==> src/rtl/print_uart_tx.sv <==
`default_nettype none
// ============================================================================
// Module   : print_uart_tx
// Brief    : Byte FIFO feeding an 8N1 UART transmitter for a core print path.
// Revision : 1.0
// ============================================================================
module print_uart_tx #(
    parameter int CLKS_PER_BIT = 868,
    parameter int FIFO_DEPTH   = 16
) (
    input  logic                          clk,
    input  logic                          resetn,
    input  logic                          print_valid,
    input  logic [7:0]                    print_value,
    input  logic                          ovf_clear,
    output logic                          uart_tx,
    output logic                          busy,
    output logic [$clog2(FIFO_DEPTH):0]   fifo_count,
    output logic                          overflow
);

    localparam int              c_AW       = $clog2(FIFO_DEPTH);
    localparam int              c_CW       = c_AW + 1;
    localparam logic [c_CW-1:0] c_FULL     = c_CW'(FIFO_DEPTH);
    localparam logic [15:0]     c_BAUD_MAX = 16'(CLKS_PER_BIT - 1);

    localparam logic [1:0] c_IDLE  = 2'd0;
    localparam logic [1:0] c_START = 2'd1;
    localparam logic [1:0] c_DATA  = 2'd2;
    localparam logic [1:0] c_STOP  = 2'd3;

    logic [7:0]      r_mem [FIFO_DEPTH];
    logic [c_AW-1:0] r_wr_ptr;
    logic [c_AW-1:0] r_rd_ptr;
    logic [c_CW-1:0] r_count;
    logic            r_overflow;
    logic            r_tx;
    logic [1:0]      r_state;
    logic [1:0]      w_next_state;
    logic [15:0]     r_baud;
    logic [2:0]      r_bit_idx;
    logic [7:0]      r_shift;

    logic            w_fifo_nonempty;
    logic            w_push;
    logic            w_drop;
    logic            w_pop;
    logic            w_bit_done;
    logic            w_tx_next;
    logic [2:0]      w_bit_next;

    assign w_fifo_nonempty = (r_count != '0);
    // A full FIFO refuses the byte even when a pop frees a slot on the same edge.
    assign w_push          = print_valid && (r_count != c_FULL);
    assign w_drop          = print_valid && (r_count == c_FULL);
    assign w_bit_done      = (r_baud == c_BAUD_MAX);

    always_ff @(posedge clk) begin
        if (w_push) begin
            r_mem[r_wr_ptr] <= print_value;
        end
    end

    always_ff @(posedge clk or negedge resetn) begin
        if (!resetn) begin
            r_wr_ptr   <= '0;
            r_rd_ptr   <= '0;
            r_count    <= '0;
            r_overflow <= 1'b0;
        end else begin
            if (w_push) begin
                r_wr_ptr <= r_wr_ptr + c_AW'(1);
            end
            if (w_pop) begin
                r_rd_ptr <= r_rd_ptr + c_AW'(1);
            end
            case ({w_push, w_pop})
                2'b10:   r_count <= r_count + c_CW'(1);
                2'b01:   r_count <= r_count - c_CW'(1);
                default: r_count <= r_count;
            endcase
            if (w_drop) begin
                r_overflow <= 1'b1;
            end else if (ovf_clear) begin
                r_overflow <= 1'b0;
            end
        end
    end

    always_ff @(posedge clk or negedge resetn) begin
        if (!resetn) begin
            r_state <= c_IDLE;
        end else begin
            r_state <= w_next_state;
        end
    end

    always_comb begin
        w_next_state = r_state;
        case (r_state)
            c_IDLE: begin
                if (w_fifo_nonempty) begin
                    w_next_state = c_START;
                end
            end
            c_START: begin
                if (w_bit_done) begin
                    w_next_state = c_DATA;
                end
            end
            c_DATA: begin
                if (w_bit_done && (r_bit_idx == 3'd7)) begin
                    w_next_state = c_STOP;
                end
            end
            c_STOP: begin
                if (w_bit_done) begin
                    w_next_state = w_fifo_nonempty ? c_START : c_IDLE;
                end
            end
            default: w_next_state = c_IDLE;
        endcase
    end

    // The line value is computed for the next state so uart_tx can be a plain flop.
    always_comb begin
        w_pop      = 1'b0;
        w_bit_next = 3'd0;
        w_tx_next  = 1'b1;
        if (((r_state == c_IDLE) || ((r_state == c_STOP) && w_bit_done)) && w_fifo_nonempty) begin
            w_pop = 1'b1;
        end
        if (r_state == c_DATA) begin
            w_bit_next = w_bit_done ? (r_bit_idx + 3'd1) : r_bit_idx;
        end
        case (w_next_state)
            c_START: w_tx_next = 1'b0;
            c_DATA:  w_tx_next = r_shift[w_bit_next];
            default: w_tx_next = 1'b1;
        endcase
    end

    always_ff @(posedge clk or negedge resetn) begin
        if (!resetn) begin
            r_baud    <= '0;
            r_bit_idx <= '0;
            r_shift   <= '0;
            r_tx      <= 1'b1;
        end else begin
            if ((w_next_state != r_state) || ((r_state == c_DATA) && w_bit_done)) begin
                r_baud <= '0;
            end else if (r_state != c_IDLE) begin
                r_baud <= r_baud + 16'd1;
            end
            r_bit_idx <= w_bit_next;
            if (w_pop) begin
                r_shift <= r_mem[r_rd_ptr];
            end
            r_tx <= w_tx_next;
        end
    end

    assign uart_tx    = r_tx;
    assign busy       = (r_state != c_IDLE) || w_fifo_nonempty;
    assign fifo_count = r_count;
    assign overflow   = r_overflow;

endmodule
`default_nettype wire

==> config.mk <==
export PLATFORM = sky130hd
export DESIGN_NAME = print_uart_tx
export DESIGN_NICKNAME = d
export VERILOG_FILES = /design/src/rtl/print_uart_tx.sv
export SDC_FILE = /design/constraint.sdc
export NUM_CORES = 1
export LEC_CHECK = 0
export BUFFER_PORTS_ARGS = -buffer_cell sky130_fd_sc_hd__buf_2
export CORE_ASPECT_RATIO = 1.75
export CORE_MARGIN = 3
export CORE_UTILIZATION = 34
export DETAILED_ROUTE_END_ITERATION = 7
export MAX_ROUTING_LAYER = met4
export SYNTH_ARGS = -nofsm -noshare
export SYNTH_HDL_FRONTEND = slang
export SYNTH_SLANG_ARGS = --single-unit
==> constraint.sdc <==
create_clock -name clk -period 4.2 [get_ports clk]
set_input_delay 0.84 -clock clk [delete_from_list [all_inputs] [get_ports clk]]
set_output_delay 0.84 -clock clk [all_outputs]
set_load 0.02 [all_outputs]
==> flow_summary_export.csv <==
group,metric,value,unit
synthesis,ys_top_cells_by_area,"edfxtp_1 (53%), dfrtp_1 (15%), mux4_2 (13%), ha_1 (1.9%), nor2_1 (1.8%)",
route,drtIter0Drc,198,
worst_setup_path,worst_setup_path_end_kind,"flop",
sta,slew_headroom,0.3350,
synthesis,synth-simple-area-share,0.07527,
placement,hpwl,9.536,mm
clock_network,root_buffer,"clkbuf_16",
job,cap_violations,0,
die,dieArea,23020,sq um
worst_setup_path,critPathMaxFanout,8,
sta,drv_slew,0,
hold_path,hold_path.class,"flop to flop",
placement,gp_congestion,0.8125,
sta,finClkSkew,0.008055,ns
sta,period_share,0.8591,
global_routing,gr-total-overflow,0,
sta,fin_crit,3.608,ns
die,start_util,0.3503,
synthesis,synth_top_cell_area_share,0.5340,
sta,rsz0062_at_grt,"false",
placement,dp.cells,684,
route,drt_wl_total,13.98,mm
route,vias,3714,
clock_network,postCtsHoldBufs,0,
route,drc_errors,0,
global_routing,grt_pass1_wl,22.63,mm
route,vias_per_cell,5.187,
die,num_io_pins,20,
global_routing,grt_antenna_before_repair,0,
worst_setup_path,path_class,"flop to flop",
clock_network,cts_max_path_buffers,2,
synthesis,synth_seq_cells,172,
worst_setup_path,crit_path_start_kind,"flop",
power,ir_worst_vdd,0.2932,mV
cells_and_area,fin_nets,478,
route,postRouteAntennaNets,0,
cells_and_area,seq_area,4949,sq um
cells_and_area,most-common-layout-cells,"edfxtp_1 (128), dfrtp_1 (41), mux4_2 (40), nor2_1 (34), nand2_1 (23)",
power,p_leak,2.874,nW
die,die_x,116.0,um
sta,hold_viol,0,
status,status,"complete, no violations",
synthesis,seq_area_frac_synth,0.6871,
synthesis,synth_top_family_by_area,"multiplexers",
global_routing,grt_start_max_net_pins,45,
clock_network,cts_buffers,17,
synthesis,synth_cells,426,
synthesis,synth.net_count,449,
cells_and_area,multi_input_area,2148,sq um
synthesis,synth_xor_area_frac,0.03164,
worst_setup_path,crit_end,"fifo_count[4]$_DFFE_PN0P_",
placement,port_buffers,19,
sta,setup_tns,0,ns
worst_setup_path,r2r_cells,15,
worst_setup_path,cp.required,4.50,ns
synthesis,synth-compound-area-share,0.02260,
worst_setup_path,r2r-start,"r_baud[0]$_DFFE_PN0P_",
cells_and_area,antenna_cells,0,
cells_and_area,final_cells,716,
clock_network,clock_latency,0.42,ns
clock_network,h-tree-depth,4,
worst_setup_path,worst_ep_arrival_time,3.91,ns
global_routing,grt_use_total,0.1355,
route,drtPass1Iterations,4,
synthesis,synth_mux_area_frac,0.1490,
synthesis,synth_warnings,0,
power,p_per_area,570.5,nW/um^2
cells_and_area,final_common_cell,"edfxtp_1",
route,wire_per_inst,19.53,um
cells_and_area,drive_gt1_frac,0.2500,
clock_network,tritoncts,"done",
sta,timing.fmax,0.2772,GHz
synthesis,syn_area,7198,sq um
die,rows,69,
worst_setup_path,r2r_slack,0.59,ns
cells_and_area,fillers,1856,
worst_setup_path,crit_start,"r_baud[0]$_DFFE_PN0P_",
synthesis,syn_avg_cell_area,16.90,sq um
synthesis,synth_top_area_cell,"edfxtp_1",
sta,setup_viol,0,
sta,tightest_slew,0.9975,ns
synthesis,synth_cell_type_count,42,
synthesis,synth_fa_ha_area_frac,0.01912,
global_routing,grt_pass1_vias,4033,
worst_setup_path,r2r_end,"fifo_count[4]$_DFFE_PN0P_",
clock_network,path_clk_slew,0.07,ns
cells_and_area,area_growth,14.08,%
die,coreArea,20550,sq um
die,die_y,198.5,um
clock_network,clock-sinks,172,
[synthesized netlist by cell type]
| cell | number |
|---|---|
| nor4_4 | 1 |
| clkbuf_1 | 10 |
| nor4_1 | 3 |
| edfxtp_1 | 128 |
| nand2b_1 | 5 |
| a21boi_1 | 1 |
| mux2_2 | 9 |
| mux2i_1 | 7 |
| a221o_1 | 1 |
| o21a_1 | 1 |
| nor3b_1 | 1 |
| nand3_1 | 5 |
| buf_2 | 1 |
| xnor2_1 | 13 |
| or2_2 | 2 |
| or4_4 | 1 |
| ha_1 | 11 |
| nand2_1 | 23 |
| nand4bb_1 | 2 |
| or4bb_1 | 1 |
| nor3_1 | 7 |
| dfstp_2 | 1 |
| nand4_1 | 8 |
| a22oi_1 | 1 |
| nor2b_1 | 3 |
| or3_1 | 3 |
| inv_1 | 11 |
| xor2_1 | 13 |
| o21ai_0 | 8 |
| o22ai_1 | 1 |
| buf_1 | 7 |
| and3_1 | 3 |
| a31oi_1 | 1 |
| nor2b_2 | 1 |
| dfrtp_1 | 43 |
| mux4_2 | 40 |
| nand3b_1 | 1 |
| a21oi_1 | 9 |
| or3b_2 | 1 |
| a21o_1 | 2 |
| a221oi_1 | 2 |
| nor2_1 | 34 |
[routing by layer]
layer	share of wire	track usage	wire, um
met1	0.37	0.1461	5218
met2	0.59	0.2447	8182
met3	0.028	0.02770	386
met4	0.014	0.04559	194
met5	0	-	0
[critical path, stage by stage (launching register included)]
cell	delay (ns)
dfrtp_1	0.46
ha_1	0.33
or4bb_1	0.44
nor4_2	0.25
a21oi_1	0.12
or2_2	0.33
inv_1	0.09
ha_1	0.31
xor2_1	0.18
ha_1	0.23
inv_1	0.05
o21ai_0	0.16
a21oi_1	0.09
a221oi_1	0.22
nor2_1	0.08
xor2_1	0.14
[registers in the layout (all words and copies together), names as in the netlist]
signal	flops
r_shift	8
r_mem	128
uart_tx	1
r_rd_ptr	4
r_state	2
overflow	1
r_baud	16
fifo_count	5
r_wr_ptr	4
r_bit_idx	3
[repair_timing]
action,4_1_cts,5_1_grt
setup buffers,0,0
setup endpoints to repair,0,1
gates resized for setup,0,1
[layout make-up]
class | count | share of cell area
clock buffers | 18 | 0.05226
clock inverters | 14 | 0.02087
inverters | 11 | 0.005028
multi-input cells | 225 | 0.2616
flip-flops and latches | 172 | 0.6026
well taps | 248 | 0.03779
repair buffers | 28 | 0.01981
[cells by family (layout without fill, tap and decap cells)]
logic type                 Yosys count  after routing
DFF                                172            172
buffers and inverters               29             71
xor gates and xnor gates            26             26
and+or+nand+nor                    105            105
muxes                               56             56
adders and majority gates           11             11
AOI/OAI and AO/OA                   27             27
[worst min path at each step]
stage / start / cells after the start / slack, ns / end
after floorplan: r_shift[3]$_DFFE_PN0P_ / 1 / 0.47 / r_shift[3]$_DFFE_PN0P_
after global placement: r_shift[4]$_DFFE_PN0P_ / 1 / 0.49 / r_shift[4]$_DFFE_PN0P_
after detailed placement: r_shift[3]$_DFFE_PN0P_ / 1 / 0.49 / r_shift[3]$_DFFE_PN0P_
after CTS: r_shift[3]$_DFFE_PN0P_ / 1 / 0.50 / r_shift[3]$_DFFE_PN0P_
after global routing: r_shift[3]$_DFFE_PN0P_ / 1 / 0.51 / r_shift[3]$_DFFE_PN0P_
final: r_shift[3]$_DFFE_PN0P_ / 1 / 0.50 / r_shift[3]$_DFFE_PN0P_
[power by group]
part | internal [mW] | switching (mW) | leakage, nW
Clock | 0.904 | 0.692 | 0.294
Combinational | 0.395 | 0.455 | 0.871
Sequential | 2.06 | 0.179 | 1.71
Total | 3.36 | 1.33 | 2.87
[stage by stage]
step	util	setup slack [ns]	cell area, sq um	hold WS, ns	power (mW)
3_3_place_gp	0.3701	0.6365	7605	0.4900	3.090
5_1_grt	0.3996	0.2020	8212	0.5148	4.914
4_1_cts	0.3993	0.4613	8205	0.5039	4.750
2_1_floorplan	-	0.6046	7198	0.4716	2.856
6_report	0.3996	0.5919	8212	0.4973	4.685
3_5_place_dp	0.3701	0.4951	7605	0.4883	3.139
Note: power is estimated with default switching activity, not from simulation.
